**src/rtl/uart_cmd_rx_pkg.sv**
```systemverilog
// Shared types and derived timing for the host-to-board UART command receiver.
package uart_cmd_rx_pkg;

  localparam logic [7:0] HEADER_DEFAULT = 8'hAA;

  typedef enum logic [1:0] {
    RX_IDLE,
    RX_START,
    RX_DATA,
    RX_STOP
  } rx_state_t;

  typedef enum logic [2:0] {
    P_HUNT,
    P_GOT_HDR,
    P_GOT_ADDR,
    P_GOT_DATA,
    P_HOLD
  } parser_state_t;

  function automatic int unsigned calc_clks_per_bit(input int unsigned clk_freq,
                                                    input int unsigned baud_rate);
    return clk_freq / baud_rate;
  endfunction

  function automatic int unsigned calc_timeout_cycles(input int unsigned timeout_bits,
                                                      input int unsigned clks_per_bit);
    return timeout_bits * clks_per_bit;
  endfunction

endpackage

```
**src/rtl/uart_rx_byte.sv**
```systemverilog
// RXD synchroniser and 8N1 byte receiver; emits one-cycle byte or framing-error pulses.
module uart_rx_byte
  import uart_cmd_rx_pkg::*;
#(
  parameter int unsigned CLKS_PER_BIT = 16
) (
  input  logic       SYS_CLK,
  input  logic       RST_N,
  input  logic       RXD,
  output logic [7:0] RX_BYTE,
  output logic       RX_VALID,
  output logic       RX_FERR
);

  localparam int unsigned CNT_W = $clog2(CLKS_PER_BIT);
  localparam logic [CNT_W-1:0] BIT_LAST  = CNT_W'(CLKS_PER_BIT - 1);
  localparam logic [CNT_W-1:0] HALF_LAST = CNT_W'(CLKS_PER_BIT / 2 - 1);

  rx_state_t        state;
  logic             rxd_meta;
  logic             rxd_sync;
  logic             rxd_prev;
  logic [CNT_W-1:0] cnt;
  logic [2:0]       bit_idx;
  logic [7:0]       shreg;

  // Start-bit check at mid-bit, then one sample per bit period; returns to idle mid-stop-bit.
  always_ff @(posedge SYS_CLK) begin
    if (!RST_N) begin
      rxd_meta <= 1'b1;
      rxd_sync <= 1'b1;
      rxd_prev <= 1'b1;
      state    <= RX_IDLE;
      cnt      <= '0;
      bit_idx  <= '0;
      shreg    <= '0;
      RX_BYTE  <= '0;
      RX_VALID <= 1'b0;
      RX_FERR  <= 1'b0;
    end else begin
      rxd_meta <= RXD;
      rxd_sync <= rxd_meta;
      rxd_prev <= rxd_sync;
      RX_VALID <= 1'b0;
      RX_FERR  <= 1'b0;
      unique case (state)
        RX_IDLE: begin
          cnt <= '0;
          if (rxd_prev && !rxd_sync) state <= RX_START;
        end
        RX_START: begin
          if (cnt == HALF_LAST) begin
            cnt     <= '0;
            bit_idx <= '0;
            state   <= rxd_sync ? RX_IDLE : RX_DATA;
          end else begin
            cnt <= cnt + 1'b1;
          end
        end
        RX_DATA: begin
          if (cnt == BIT_LAST) begin
            cnt     <= '0;
            shreg   <= {rxd_sync, shreg[7:1]};
            bit_idx <= bit_idx + 3'd1;
            if (bit_idx == 3'd7) state <= RX_STOP;
          end else begin
            cnt <= cnt + 1'b1;
          end
        end
        RX_STOP: begin
          if (cnt == BIT_LAST) begin
            cnt   <= '0;
            state <= RX_IDLE;
            if (rxd_sync) begin
              RX_VALID <= 1'b1;
              RX_BYTE  <= shreg;
            end else begin
              RX_FERR <= 1'b1;
            end
          end else begin
            cnt <= cnt + 1'b1;
          end
        end
        default: state <= RX_IDLE;
      endcase
    end
  end

endmodule

```
**src/rtl/uart_cmd_rx.sv**
```systemverilog
// UART command receiver: parses AA/addr/data/xor packets into register-write commands.
module uart_cmd_rx
  import uart_cmd_rx_pkg::*;
#(
  parameter int unsigned CLK_FREQ     = 50000000,
  parameter int unsigned BAUD_RATE    = 115200,
  parameter int unsigned TIMEOUT_BITS = 20,
  parameter logic [7:0]  HEADER       = HEADER_DEFAULT
) (
  input  logic       SYS_CLK,
  input  logic       RST_N,
  input  logic       RXD,
  input  logic       CMD_READY,
  output logic       CMD_VALID,
  output logic [7:0] CMD_ADDR,
  output logic [7:0] CMD_DATA,
  output logic       FRAME_ERR,
  output logic       CHK_ERR,
  output logic       OVERRUN
);

  localparam int unsigned CLKS_PER_BIT   = calc_clks_per_bit(CLK_FREQ, BAUD_RATE);
  localparam int unsigned TIMEOUT_CYCLES = calc_timeout_cycles(TIMEOUT_BITS, CLKS_PER_BIT);
  localparam int unsigned GAP_W          = $clog2(TIMEOUT_CYCLES + 1);
  localparam logic [GAP_W-1:0] GAP_LIMIT = GAP_W'(TIMEOUT_CYCLES);

  logic [7:0]    rx_byte;
  logic          rx_valid;
  logic          rx_ferr;
  parser_state_t state;
  logic [7:0]    addr_q;
  logic [7:0]    data_q;
  logic [GAP_W-1:0] gap;
  logic          in_packet;

  uart_rx_byte #(
    .CLKS_PER_BIT(CLKS_PER_BIT)
  ) u_rx (
    .SYS_CLK (SYS_CLK),
    .RST_N   (RST_N),
    .RXD     (RXD),
    .RX_BYTE (rx_byte),
    .RX_VALID(rx_valid),
    .RX_FERR (rx_ferr)
  );

  assign FRAME_ERR = rx_ferr;
  assign in_packet = (state == P_GOT_HDR) || (state == P_GOT_ADDR) || (state == P_GOT_DATA);

  // Packet parser with inter-byte gap timer and output handshake hold.
  always_ff @(posedge SYS_CLK) begin
    if (!RST_N) begin
      state     <= P_HUNT;
      addr_q    <= '0;
      data_q    <= '0;
      gap       <= '0;
      CMD_VALID <= 1'b0;
      CMD_ADDR  <= '0;
      CMD_DATA  <= '0;
      CHK_ERR   <= 1'b0;
      OVERRUN   <= 1'b0;
    end else begin
      CHK_ERR <= 1'b0;
      OVERRUN <= 1'b0;

      if (in_packet && !rx_valid) gap <= (gap == GAP_LIMIT) ? gap : gap + 1'b1;
      else                        gap <= '0;

      unique case (state)
        P_HUNT: begin
          if (rx_valid && rx_byte == HEADER) state <= P_GOT_HDR;
        end
        P_GOT_HDR: begin
          if (rx_valid) begin
            addr_q <= rx_byte;
            state  <= P_GOT_ADDR;
          end else if (rx_ferr || gap == GAP_LIMIT) begin
            state <= P_HUNT;
          end
        end
        P_GOT_ADDR: begin
          if (rx_valid) begin
            data_q <= rx_byte;
            state  <= P_GOT_DATA;
          end else if (rx_ferr || gap == GAP_LIMIT) begin
            state <= P_HUNT;
          end
        end
        P_GOT_DATA: begin
          if (rx_valid) begin
            if (rx_byte == (addr_q ^ data_q)) begin
              CMD_VALID <= 1'b1;
              CMD_ADDR  <= addr_q;
              CMD_DATA  <= data_q;
              state     <= P_HOLD;
            end else begin
              CHK_ERR <= 1'b1;
              state   <= P_HUNT;
            end
          end else if (rx_ferr || gap == GAP_LIMIT) begin
            state <= P_HUNT;
          end
        end
        P_HOLD: begin
          // Bytes arriving while a command is pending (including the accept cycle) are lost.
          if (rx_valid) OVERRUN <= 1'b1;
          if (CMD_VALID && CMD_READY) begin
            CMD_VALID <= 1'b0;
            state     <= P_HUNT;
          end
        end
        default: state <= P_HUNT;
      endcase
    end
  end

endmodule

```
**config.mk**
```make
export PLATFORM = sky130hd
export DESIGN_NAME = uart_cmd_rx
export DESIGN_NICKNAME = d
export VERILOG_FILES = /design/src/rtl/uart_cmd_rx_pkg.sv /design/src/rtl/uart_rx_byte.sv /design/src/rtl/uart_cmd_rx.sv
export SDC_FILE = /design/constraint.sdc
export NUM_CORES = 1
export LEC_CHECK = 0
export BUFFER_PORTS_ARGS = -buffer_cell sky130_fd_sc_hd__buf_4
export CAP_MARGIN = 20
export CORE_MARGIN = 1
export CORE_UTILIZATION = 55
export DETAILED_ROUTE_END_ITERATION = 12
export PLACE_DENSITY = 0.84
export SYNTH_ARGS = -nofsm -noshare
export SYNTH_HDL_FRONTEND = slang
export SYNTH_HIERARCHICAL = 1
export SYNTH_SLANG_ARGS = --single-unit
```
**constraint.sdc**
```tcl
create_clock -name SYS_CLK -period 2.1 [get_ports SYS_CLK]
set_input_delay 0.315 -clock SYS_CLK [delete_from_list [all_inputs] [get_ports SYS_CLK]]
set_output_delay 0.315 -clock SYS_CLK [all_outputs]
set_load 0.05 [all_outputs]
```
Word level (Yosys, flattened, before mapping):

Cells that the tools add are included.

* mux-type cells: 29
* reduce and logical (&&, ||, !) cells: 27
* bitwise operators: 1
* add/sub/neg operators: 3
* equal/unequal tests: 22

Operators with widths (count)
* 2-to-1 mux 3 bit: 9
* one-hot mux 9 bit (3 select lines): 1
* 2-to-1 mux 9 bit: 2
* one-hot mux 3 bit (5 select lines): 1
* AND reduction 3 bit: 5
* adder 14 x 1 -> 14 bit, second input constant: 1
* == test 14 bit, second input constant: 1
* != test 2 x 1 -> 1 bit, second input constant: 7
* 2-to-1 mux 2 bit: 6
* AND reduction 2 bit: 6
* adder 9 x 1 -> 9 bit, second input constant: 1
* == test 9 x 8 -> 1 bit, second input constant: 1
* == test 9 bit, second input constant: 1
* == test 8 bit: 1
* == test 8 bit, second input constant: 1
* one-hot mux 2 bit (4 select lines): 1
* XOR 8 bit: 1
* 2-to-1 mux 1 bit: 7
* == test 3 x 2 -> 1 bit, second input constant: 2
* == test 3 bit, second input constant: 2
* one-hot mux 3 bit (2 select lines): 1
* AND reduction 5 bit: 1
* == test 2 bit, second input constant: 2
* logical AND 1 bit: 4
* other kinds (12): 17

* bits in registers: 87
* logic and storage cells: 101

Longest topological paths before layout:

* depth after elaboration: 5
* depth in mapped cells: 7

By module:

The synthesis kept the hierarchy.

Modules (own cells, without submodules)
* uart_cmd_rx: cells each 252, area an instance 2356.0 um2, times used 1
* uart_rx_byte: cells each 155, area an instance 1488.9 um2, times used 1

Worst setup path before layout:

OpenSTA, ideal clock, no wires.

* path type: reg2reg
* from: register gap[2]
* to: register gap[1]
* path buffers: 1
* data required time: 1972 ps
* clock period less this slack: 1677 ps
* library setup time: 128 ps
* setup slack: 423 ps
* stages on the path, launching flop included: 6
* data arrival time: 1550 ps
* cell sequence: dfxtp_1 or4_1 or4_1 buf_2 mux2i_1 nor2_1

* cells in the longest elaborated chain, start to end: 1

RTL lines
* start: declaration: RTL line uart_cmd_rx.sv:33 `logic [GAP_W-1:0] gap;`
* start signal: assignment: RTL line uart_cmd_rx.sv:66 `if (in_packet && !rx_valid) gap <= (gap == GAP_LIMIT) ? gap : gap + 1'b1;`
* == test 14 bit: RTL line uart_cmd_rx.sv:66

No other way between the ends.
A chain may end at the register's enable or synchronous reset.

Worst setup path after layout:

* from: register data_q[7]
* to: register CMD_DATA[0]

* cells in the longest elaborated chain, start to end: 3

RTL lines
* start: declaration: RTL line uart_cmd_rx.sv:32 `logic [7:0] data_q;`
* start signal: assignment: RTL line uart_cmd_rx.sv:83 `data_q <= rx_byte;`
* XOR 8 bit: RTL line uart_cmd_rx.sv:91 `if (rx_byte == (addr_q ^ data_q)) begin`
* == test 8 bit: RTL line uart_cmd_rx.sv:91
* AND reduction 3 bit (no line)
* end signal: assignment: RTL line uart_cmd_rx.sv:94 `CMD_DATA <= data_q;`
* end: declaration: RTL line uart_cmd_rx.sv:16 `output logic [7:0] CMD_DATA,`

No other way between the ends.

==> results.md <==
| Result | Value | Unit |
|:---|:---|:---|
| Result of the run | completed | - |
| Number of antenna violations at the first check in global routing | 0 | - |
| Length of routed met2 wiring | 3490 | um |
| Reg-to-reg setup timing slack | 0.26 | ns |
| Number of buffers inserted during clock tree synthesis | 9 | - |
| Start point of the critical path | data_q[7] | - |
| Endpoint required time on the critical path | 2.39 | ns |
| Register clock-pin slew on the reported worst setup and hold paths | 0.08 | ns |
| Arr. time, crit path | 2.13 | ns |
| # placed instances | 498 | - |
| Post-synth cell types | 50 | - |
| Pwr Density | 680 | mW/mm^2 |
| Top-level port count | 24 | - |
| Detailed-routed wire length on met3 | 206 | um |
| Post-synthesis instance area | 0.00384 | mm^2 |
| Setup clock skew after layout | 0.0118 | ns |
| Longest Clk Path Bufs | 2 | - |
| First-pass DRT Iterations | 4 | - |
| Top cell family by delay on the critical path | simple AND/OR/NAND/NOR gates | - |
| Peak ir drop on the vdd network | 0.000362 | V |
| Met1 layer wirelength in the final routing | 3240 | um |
| Hold/Removal Path Class | input port to register | - |
| Routability congestion estimate from global placement | 0.778 | - |
| RSZ-0062 raised after global routing | false | - |
| Port Buffers | 23 | - |
| Number of cells upsized or downsized after cts | 0 | - |
| Number of remaining DRC errors | 0 | - |
| Final Util | 0.633 | - |
| Initial standard-cell utilization of the core | 0.569 | - |
| Number of flops mapped to enable cells by yosys | 0 | - |
| Clock latency on the worst-skew pair | 0.36 | ns |
| Slew @ Worst Pin | 0.683 | ns |
| Number of hold buffers added after cts | 0 | - |
| Slowest stage cell on the critical path | xnor3_1 | - |
| Worst hold slack after final layout | 0.138 | ns |
| Final worst path period share | 0.875 | - |
| Final hold viol count | 0 | - |
| Maximum number of pins on one net before global-route repair | 81 | - |
| Leakage Power | 1.42 | nW |
| Final antenna diode count | 0 | - |
| Proportion of layout cells with a drive suffix above 1 | 0.125 | - |
| Die height | 85.6 | um |
| First-pass GRT wire length | 11,700 | um |
| Type of destination of the critical path | register | - |
| Maximum clock frequency | 0.544 | GHz |
| Total congestion overflow after global routing | 0 | - |
| Reg-to-reg critical path endpoint | CMD_DATA[0] | - |
| Global-route total usage across every layer | 0.206 | - |
| HPWL after detailed placement | 4870 | um |
| Proportion of synthesized chip area in sequential cells | 0.453 | - |
| Routed wire length per instance | 13.8 | um |
| Sinks on Clock Net | 87 | - |
| Asr flop ratio synth | 0 | - |
| CP max stage delay | 0.38 | ns |
| Postcts setup bufs | 0 | - |
| Layout overhead on the synthesized area | 11.3 | % |
| Net count reported at finish | 440 | - |
| Commonest register cell after synthesis | dfxtp_1 | - |
| CTS H-Tree Depth | 3 | - |
| Crit Path Max Fanout | 11 | - |
| Post-synthesis sequential element count | 87 | - |
| Crit path launch type | register | - |
| Post-synthesis instance total | 407 | - |
| Floorplan die area | 0.00733 | mm^2 |
| Critical path buffers and inverters | 1 | - |
| Reg2Reg Depth | 5 | - |
| Count of non-filler cells in the finished layout | 512 | - |
| Iteration-0 DRC Markers | 101 | - |
| Root Buffer Master | clkbuf_8 | - |
| Horizontal die dimension | 85.6 | um |
| Cell count of the worst hold path | 2 | - |
| Synthesized net count | 418 | - |
| Max Slew Vio Count | 0 | - |
| Number of warnings issued by yosys | 6 | - |
| Critical path cell sequence | xnor3_1 > nand4_1 > nor4_2 > buf_4 > mux2i_1 | - |
| Mean cell area of the mapped netlist | 9.45 | um^2 |
| CORE AREA | 0.00676 | mm^2 |
| Top routing layer in use | met4 | - |
| Fin crit period | 1.84 | ns |
| Number of nets with antenna violations after routing | 0 | - |
| Count of final setup violators | 0 | - |
| Detailed-route wire length | 7080 | um |
| Worst max-slew margin expressed relative to the limit | 0.545 | - |
| Critical path class | register to register | - |
| Setup TNS after final layout | 0 | ns |
| Number of core rows | 30 | - |
| Vias in the first global route | 2,616 | - |
| Worst r2r src | data_q[7] | - |
| Vias post-DR | 2,810 | - |
| Via-to-Cell Ratio | 5.49 | - |
| # Max-Cap Violations | 0 | - |
| Hold Path Origin | RXD | - |
| Hold-critical path endpoint | u_rx/rxd_meta | - |
| CTS tree | built | - |
==> registers in the layout, indices dropped and copies added (netlist names), 3 cells and up, named ones only <==
name	cells
u_rx/cnt	9
CMD_DATA	8
addr_q	8
u_rx/bit_idx	3
state	3
data_q	8
u_rx/shreg	8
u_rx/RX_BYTE	8
CMD_ADDR	8
gap	14
==> cells in the final DEF (no fill, tap or decap), drive strengths merged, types with 2 or more instances in the layout <==
cell    Yosys  final
or3         3      3
nor3b       2      2
a31oi       2      2
bufinv      0      2
ha          7      7
and2        2      2
nor4        5      5
a21oi       6      6
o21ai       5      5
o21a        2      2
dfxtp      87     87
xnor3       8      8
clkbuf     12     10
nor2b      18     18
nand4       6      6
nor3        5      5
nor4bb      2      2
and4bb      2      2
nand2      80     80
mux2i      34     34
nand3b      3      3
a21boi     18     18
and3        3      3
xor2        7      7
or4         2      2
xnor2      11     11
buf         7     30
nor2       28     28
inv        10     10
nand2b      7      7
or2         2      2
nand3      13     13
==> kinds of logic (layout without fill, tap and decap cells) <==
family                   count (synthesis)  in the layout  share of synthesized area
AND/OR/NAND/NOR                        187            187                      0.241
flip-flops                              87             87                      0.453
AO/OA/AOI/OAI                           37             37                     0.0696
multiplexers                            34             34                     0.0885
buffers and inverters                   29             54                     0.0368
XOR/XNOR                                26             26                     0.0879
adder cells (fa/ha/maj)                  7              7                     0.0228
==> report_power, final <==
| group | switching [mW] | internal [mW] | total (mW) |
|---|---|---|---|
| logic | 0.0240 | 0.0165 | 0.0406 |
| clock network | 0.561 | 0.655 | 1.22 |
| registers | 0.00223 | 1.65 | 1.65 |
| total | 0.587 | 2.32 | 2.91 |
==> synth_stat cells, drive strengths merged, types with 2 or more instances <==
library cell | count | share of area
mux2i | 34 | 0.089
inv | 10 | 0.0098
dfxtp | 87 | 0.45
nand2 | 80 | 0.078
xor2 | 7 | 0.016
or2 | 2 | 0.0033
o21a | 2 | 0.0039
xnor2 | 11 | 0.025
nand4 | 6 | 0.0098
nor3 | 5 | 0.0065
ha | 7 | 0.023
buf | 7 | 0.015
o21ai | 5 | 0.0075
or3 | 3 | 0.0049
nand3b | 3 | 0.0059
nor3b | 2 | 0.0039
a21boi | 18 | 0.036
nor4 | 5 | 0.0081
nand2b | 7 | 0.011
and3 | 3 | 0.0062
a31oi | 2 | 0.0033
and2 | 2 | 0.0033
or4 | 2 | 0.0039
nor4bb | 2 | 0.0052
nand3 | 13 | 0.018
a21oi | 6 | 0.0078
and4bb | 2 | 0.0065
nor2 | 28 | 0.027
nor2b | 18 | 0.029
clkbuf | 12 | 0.012
xnor3 | 8 | 0.047
==> stage by stage <==
| step | area (um^2) | power [mW] | worst slack [ns] |
|---|---|---|---|
| global placement | 4080 | 1.73 | 0.332 |
| floorplan | 3840 | 1.72 | 0.423 |
| finish | 4280 | 2.91 | 0.263 |
| global route | 4280 | 3.01 | 0.150 |
| detailed placement | 4080 | 1.73 | 0.292 |
| CTS | 4280 | 2.94 | 0.239 |
==> metal layers <==
layer / track usage / up-vias
met3: 0.0375 / 12
met2: 0.358 / 48
met5: 0 / -
li1: - / 1416
met1: 0.245 / 1334
met4: 0.105 / 0
==> worst max path at each step <==
stage          slack (ns)  depth (start not counted)           to
2_1_floorplan        0.42                          5       gap[1]
3_3_place_gp         0.33                          4       gap[0]
3_5_place_dp         0.29                          4       gap[1]
4_1_cts              0.24                          5  CMD_DATA[0]
5_1_grt              0.15                          5  CMD_DATA[0]
6_report             0.26                          5  CMD_DATA[0]
==> final cells by class <==
cell class,instances,area [um^2]
clock inverter,4,72.6
sequential,87,1740
multi-input combinational,291,1970
clock buffer,10,128
timing repair buffer,30,225
tap,80,100
fill,551,2480
inverter,10,37.5
(Power assumes the default switching activity.)
